===== config.mk =====
export PLATFORM = sky130hd
export DESIGN_NAME = controle_alarme_cinto
export DESIGN_NICKNAME = d
export VERILOG_FILES = /design/src/rtl/alarme_pkg.sv /design/src/rtl/divisor_tick.sv /design/src/rtl/controle_alarme_cinto.sv
export SDC_FILE = /design/constraint.sdc
export NUM_CORES = 1
export LEC_CHECK = 0
export CAP_MARGIN = 20
export CORE_AREA = 2 2 39 41
export DETAILED_ROUTE_END_ITERATION = 7
export DIE_AREA = 0 0 41 43
export HOLD_SLACK_MARGIN = 0.03
export PLACE_DENSITY = 0.54
export SLEW_MARGIN = 0
export SYNTH_ARGS = -nofsm -noshare
export SYNTH_HDL_FRONTEND = slang
export SYNTH_SLANG_ARGS = --single-unit

===== constraint.sdc =====
create_clock -name clk -period 1.8 [get_ports clk]
set_input_delay 0.36 -clock clk [delete_from_list [all_inputs] [get_ports clk]]
set_output_delay 0.36 -clock clk [all_outputs]
set_load 0.1 [all_outputs]

===== src/rtl/alarme_pkg.sv =====
// alarme_pkg: state encoding, default timing values and a helper for the seat-belt alarm
package alarme_pkg;

    typedef enum logic [1:0] {
        OCIOSO   = 2'd0,
        ALERTA   = 2'd1,
        BIP      = 2'd2,
        SILENCIO = 2'd3
    } estado_t;

    localparam int DIV_TICK_PADRAO = 4;
    localparam int T_ALERTA_PADRAO = 3;
    localparam int T_BIP_PADRAO    = 5;

    function automatic int maximo(input int a, input int b);
        return a > b ? a : b;
    endfunction

endpackage


===== src/rtl/divisor_tick.sv =====
// divisor_tick: prescaler that pulses tick once every DIV_TICK cycles, cleared synchronously by limpa
module divisor_tick
    import alarme_pkg::*;
#(
    parameter int DIV_TICK = DIV_TICK_PADRAO
) (
    input  logic clk,
    input  logic rst_n,
    input  logic limpa,
    output logic tick
);
    localparam int W = DIV_TICK > 1 ? $clog2(DIV_TICK) : 1;
    localparam logic [W-1:0] ULTIMO = W'(DIV_TICK - 1);

    logic [W-1:0] cont_q, cont_d;

    assign tick = cont_q == ULTIMO;

    // count 0..DIV_TICK-1, wrap after the tick cycle, restart on clear
    always_comb cont_d = limpa || tick ? '0 : cont_q + 1'b1;

    // prescaler register
    always_ff @(posedge clk or negedge rst_n)
        if (!rst_n) cont_q <= '0;
        else cont_q <= cont_d;

endmodule


===== src/rtl/controle_alarme_cinto.sv =====
// controle_alarme_cinto: timed seat-belt warning FSM (light, light+buzzer, steady light); ALARME_PISCA_EN makes the light blink during BIP
module controle_alarme_cinto
    import alarme_pkg::*;
#(
    parameter int DIV_TICK = DIV_TICK_PADRAO,
    parameter int T_ALERTA = T_ALERTA_PADRAO,
    parameter int T_BIP    = T_BIP_PADRAO
) (
    input  logic       clk,
    input  logic       rst_n,
    input  logic       motorista_presente,
    input  logic       cinto_em_uso,
    input  logic       ignicao_ligada,
    output logic       luz_de_advertencia,
    output logic       buzina,
    output logic [1:0] estado
);
    localparam int TW = $clog2(maximo(T_ALERTA, T_BIP) + 1);
    localparam logic [TW-1:0] FIM_ALERTA = TW'(T_ALERTA - 1);
    localparam logic [TW-1:0] FIM_BIP    = TW'(T_BIP - 1);

    estado_t       estado_q, estado_d;
    logic [TW-1:0] ticks_q, ticks_d;
    logic          luz_q, luz_d, buzina_q, buzina_d;
    logic          cond, tick, limpa;

    assign cond  = motorista_presente & ~cinto_em_uso & ignicao_ligada;
    assign limpa = estado_d != estado_q || estado_q == OCIOSO;

    divisor_tick #(.DIV_TICK(DIV_TICK)) u_divisor (
        .clk   (clk),
        .rst_n (rst_n),
        .limpa (limpa),
        .tick  (tick)
    );

    // next state, tick count and output decode; a dropped cond wins over any timer expiry
    always_comb begin
        estado_d = !cond                                              ? OCIOSO   :
                   estado_q == OCIOSO                                 ? ALERTA   :
                   estado_q == ALERTA && tick && ticks_q == FIM_ALERTA ? BIP      :
                   estado_q == BIP && tick && ticks_q == FIM_BIP       ? SILENCIO : estado_q;
        ticks_d  = limpa ? '0 : tick && ~&ticks_q ? ticks_q + 1'b1 : ticks_q;
`ifdef ALARME_PISCA_EN
        luz_d    = estado_d == BIP && estado_q == BIP ? luz_q ^ tick : estado_d != OCIOSO;
`else
        luz_d    = estado_d != OCIOSO;
`endif
        buzina_d = estado_d == BIP;
    end

    // state, tick counter and registered Moore outputs
    always_ff @(posedge clk or negedge rst_n)
        if (!rst_n) begin
            estado_q <= OCIOSO;
            ticks_q  <= '0;
            luz_q    <= 1'b0;
            buzina_q <= 1'b0;
        end else begin
            estado_q <= estado_d;
            ticks_q  <= ticks_d;
            luz_q    <= luz_d;
            buzina_q <= buzina_d;
        end

    assign luz_de_advertencia = luz_q;
    assign buzina             = buzina_q;
    assign estado             = estado_q;

endmodule


Word level (Yosys, flattened, before mapping) --
Index checks and enable logic that the tools add are counted. Widths: inputs -> output; s select.
Cells by class: add/subtract/negate cells 2, equal/unequal tests 7, muxes and demuxes 7, bitwise gates (word level) 3, reductions and logical operators 12
Operators by type and width (count):
- $mux 2 | 5
- $eq 2x2->1 const B | 3
- $mux 3 | 2
- $logic_and 1x1->1 | 5
- $reduce_bool 2->1 | 2
- $add 3x1->3 const B | 1
- $eq 3x2->1 const B | 1
- $eq 3x3->1 const B | 1
- $reduce_and 3->1 | 1
- $add 2x1->2 const B | 1
- $and 1x1->1 | 2
- $eq 2x1->1 const B | 1
- $logic_not 2->1 | 1
- $logic_or 1x1->1 | 2
- $ne 2x2->1 | 1
- $logic_not 1->1 | 1
- $not 1->1 | 1
Word-level totals: flip-flop bits (word level) 9, input port bits 5, output and inout port bits 4, word-level logic and storage cells 36

Longest topological paths before layout --
depth after elaboration 11, mapped depth 5, mapped depth without buffers 5

Hierarchy --
From an unflattened synthesis, not the netlist that was laid out.
Unflattened totals: cell total of the unflattened synthesis 38, area, all modules 471.7 um^2
Modules (own cells, without submodules):
- controle_alarme_cinto | times used 1, cells each 33, area an instance 386.6 um^2, seq. area each 175.2 um^2
- divisor_tick | times used 1, cells each 5, area an instance 85.1 um^2, seq. area each 50.0 um^2

Least setup slack after synthesis --
OpenSTA, ideal clock, no wires.
path type reg-to-reg, from reg estado_q[0] (netlist: estado[0]), to reg ticks_q[0], arrival 1.588 ns, slack 0.124 ns, stages on the path, launching flop included 4, cell sequence dfrtp_1 and4b_1 a41o_1 nor3_1
On the way: cells in the longest elaborated chain, start to end 10
RTL lines:
- from (decl) | RTL line controle_alarme_cinto.sv:22 | estado_t estado_q, estado_d;
- from (signal assigned) | RTL line controle_alarme_cinto.sv:60 | estado_q <= estado_d;
- $eq 2x2->1 | RTL line controle_alarme_cinto.sv:42 | estado_q == BIP && tick && ticks_q == FIM_BIP ? SILENCIO : estado_q;
- $logic_and 1x1->1 (2 in series) | RTL line controle_alarme_cinto.sv:42
- $mux 2 | RTL line controle_alarme_cinto.sv:42
- $mux 2 | RTL line controle_alarme_cinto.sv:41 | estado_q == ALERTA && tick && ticks_q == FIM_ALERTA ? BIP :
- $mux 2 | RTL line controle_alarme_cinto.sv:40 | estado_q == OCIOSO ? ALERTA :
- $mux 2 | RTL line controle_alarme_cinto.sv:39 | estado_d = !cond ? OCIOSO :
- $ne 2x2->1 | RTL line controle_alarme_cinto.sv:28 | assign limpa = estado_d != estado_q || estado_q == OCIOSO;
- $logic_or 1x1->1 * | RTL line controle_alarme_cinto.sv:28
- $mux 3 or $reduce_bool 2->1 (tied branches)
- to (signal assigned) | RTL line controle_alarme_cinto.sv:61 | ticks_q <= ticks_d;
- to (decl) | RTL line controle_alarme_cinto.sv:23 | logic [TW-1:0] ticks_q, ticks_d;
Every way passes the cells marked *; elsewhere a longest branch is shown, timed or not. A chain may end at the register's enable or synchronous reset.

Worst setup path in the final report --
from reg ticks_q[0], to reg ticks_q[1]
On the way: cells in the longest elaborated chain, start to end 9
RTL lines (RTL line):
- $eq 3x3->1 | controle_alarme_cinto.sv:42
- $logic_and 1x1->1 | controle_alarme_cinto.sv:42
- $mux 2 | controle_alarme_cinto.sv:42
- $mux 2 | controle_alarme_cinto.sv:41
- $mux 2 | controle_alarme_cinto.sv:40
- $mux 2 | controle_alarme_cinto.sv:39
- $ne 2x2->1 | controle_alarme_cinto.sv:28
- $logic_or 1x1->1 | controle_alarme_cinto.sv:28
- $mux 3 or $reduce_bool 2->1 (tied branches)
Several ways; a longest one is shown, not always the timed one. The select of a mux whose other input is x is not followed.

==> impl_metrics.ini <==
[synthesis]
synth_seq_area_share = 0.5014
yosysTopAreaCell = dfrtp_1
netlist-cell-type-count = 17
synthFlopType = dfrtp_1
synth_top_area_frac = 0.5014
syn_area_sq_um = 449.2
ys.warnings.count = 0
synth_area_leaders = dfrtp_1 (50%), ha_1 (14%), nor3_1 (5.6%)
synth_edf_count = 0
synth_most_common_cell = dfrtp_1
ys_ff_latch = 9
synth_nets = 49
synthArstFlopShare = 1.000
avgSynthCellArea_sq_um = 11.52
synth_common_cells = dfrtp_1 (9), ha_1 (5), inv_1 (5), nor3_1 (5)
syn_inst = 39

[die]
core_sq_um = 1384
ios = 9
die_w_um = 41
dieArea_sq_um = 1763
rows = 14
chipHeight_um = 43
initial_utilization = 0.3246

[finish]
multi_input_area_sq_um = 205.2
regArea_sq_um = 225.2
diodes = 0
layout-drive-gt1-share = 0.1373
fill_cells = 129
finalNetCount = 62
areaGrowthSynthToFinish_pct = 37.05
stdcell_count = 67

[sta]
finalHoldViolCount = 0
rsz0062_at_grt = false
fmax_ghz = 0.6580
holdWs_ns = 0.3882
max_slew_margin = 0.6254
clock_skew_ns = 0.002621
period_needed_ns = 1.520
slew_violations = 0
setup-tns-final_ns = 0
tightest_slew_ns = 0.5560
setup_viol = 0
fin_crit_sh = 0.8443

[status]
status = completed

[critical_path]
cp_cell_sequence = ha_1, ha_1, and2b_1, mux2i_1, nor3_1
worstPathArrival_ns = 1.63
worstSetupPathType = reg2reg
cp_max_fo = 3
worstPathRequired_ns = 1.91
critPathLaunchType = register
path_delay_family = flip-flops
critPathCaptureType = register
crit_top_cell = ha_1
crit_slowest_cell = dfrtp_1
path_buf_inv = 0
max_stage_delay_ns = 0.41

[clock_network]
cts.clk_slew.worst_paths_ns = 0.06
cts_setup_buffers = 0
clockBufferDepth = 2
insertion_delay_ns = 0.26
cts-buffers-inserted = 3
cts.repair.resized = 0
cts_tree = built
cts_hold_buf = 0
clkSinkCount = 9
h-tree-depth = 1
clockRootBuffer = clkbuf_4

[pwr]
finalPower_w = 0.0003953
leakagePower_nw = 0.2873
p_comb_frac = 0.089
peakVddDrop_uv = 492.6
p_int_w = 0.0003051
p_seq_frac = 0.523
swShare = 0.2282
powerDensity_nw_per_um2 = 642.2
p_clk_frac = 0.388
p_sw_w = 0.00009022

[global_route]
grt_pass1_vias = 306
grt_usage = 0.1207
gr-total-overflow = 0
antenna_found_initial = 0
grt_pass1_wl_um = 1324
grt_max_degree = 10

[placed_design]
place.gp.congestion = 0.6890
portBuffers = 8
dpl.cell_count = 63

[routing]
routed-via-count = 326
wire_per_inst_um = 12.28
drtAntennaViolNets = 0
drtIter0Drc = 2
firstDrtPassIters = 2
viasPerCell = 4.866
wl_um = 823
drc_errors = 0

[worst_hold_path]
min_path_type = in2async

[job]
maxCapViolCount = 0
-- power by group through the flow --
stage | Clock (W) | Sequential, W | Combinational [W]
detailed placement | 0 | 0.000211 | 0.0000361
floorplan | 0 | 0.000222 | 0.00000288
global placement | 0 | 0.000210 | 0.0000356
CTS | 0.000159 | 0.000207 | 0.0000359
global route | 0.000170 | 0.000207 | 0.0000376
finish | 0.000153 | 0.000207 | 0.0000353
-- final timing paths --
path,cells past startpoint,slack (ns),from,to
max,5,0.28,ticks_q[0],ticks_q[1]
min,1,0.39,rst_n,buzina
max reg2reg,5,0.28,ticks_q[0],ticks_q[1]
min reg2reg,1,0.44,u_divisor.cont_q[0],u_divisor.cont_q[0]
max in group asynchronous,1,1.13,rst_n,ticks_q[2]
min in group clk,1,0.44,u_divisor.cont_q[0],u_divisor.cont_q[0]
-- logic make-up (layout without fill, tap and decap cells) --
| family | Yosys count | in the layout | share of synthesized area |
|---|---|---|---|
| adder cells (fa/ha/maj) | 5 | 5 | 0.1393 |
| buffers and inverters | 5 | 17 | 0.04179 |
| AO/OA/AOI/OAI | 5 | 5 | 0.08914 |
| XOR/XNOR | 1 | 1 | 0.01950 |
| AND/OR/NAND/NOR | 12 | 12 | 0.1644 |
| multiplexers | 2 | 2 | 0.04457 |
| flip-flops | 9 | 9 | 0.5014 |
-- layout by cell type (no fill, tap or decap), types with 2 or more instances in the layout --
cell type        instances
nor3_1                   5
inv_1                    5
dfrtp_1                  9
clkbuf_4                 3
clkdlybuf4s50_1          4
mux2i_1                  2
nor2_1                   2
ha_1                     5
buf_12                   4
-- sequential cells by signal, indices dropped and copies added, names as in the netlist --
name	cells
buzina	1
u_divisor.cont_q	2
luz_de_advertencia	1
estado	2
ticks_q	3
-- stage by stage --
step | worst slack (ns) | utilization | cell area [sq um]
after floorplan | 0.1240 | - | 449.2
after global placement | 0.2137 | 0.4259 | 589.3
after detailed placement | 0.1167 | 0.4259 | 589.3
after CTS | 0.2563 | 0.4448 | 615.6
after global routing | 0.1931 | 0.4448 | 615.6
final | 0.2803 | 0.4448 | 615.6
-- final cells by class --
| class | count | area share |
|---|---|---|
| Sequential cell | 9 | 0.3659 |
| Tap cell | 16 | 0.03252 |
| Timing Repair Buffer | 8 | 0.1951 |
| Clock buffer | 4 | 0.04268 |
| Inverter | 5 | 0.03049 |
| Multi-Input combinational cell | 25 | 0.3333 |
-- metal layers --
metal | track usage | wire, um | vias to the layer above
li1 | - | - | 162
met1 | 0.1163 | 324 | 155
met2 | 0.1781 | 444 | 7
met3 | 0.09424 | 43 | 2
met4 | 0.06000 | 10 | 0
met5 | 0 | 0 | -
Power figures use the tool's default switching activity.
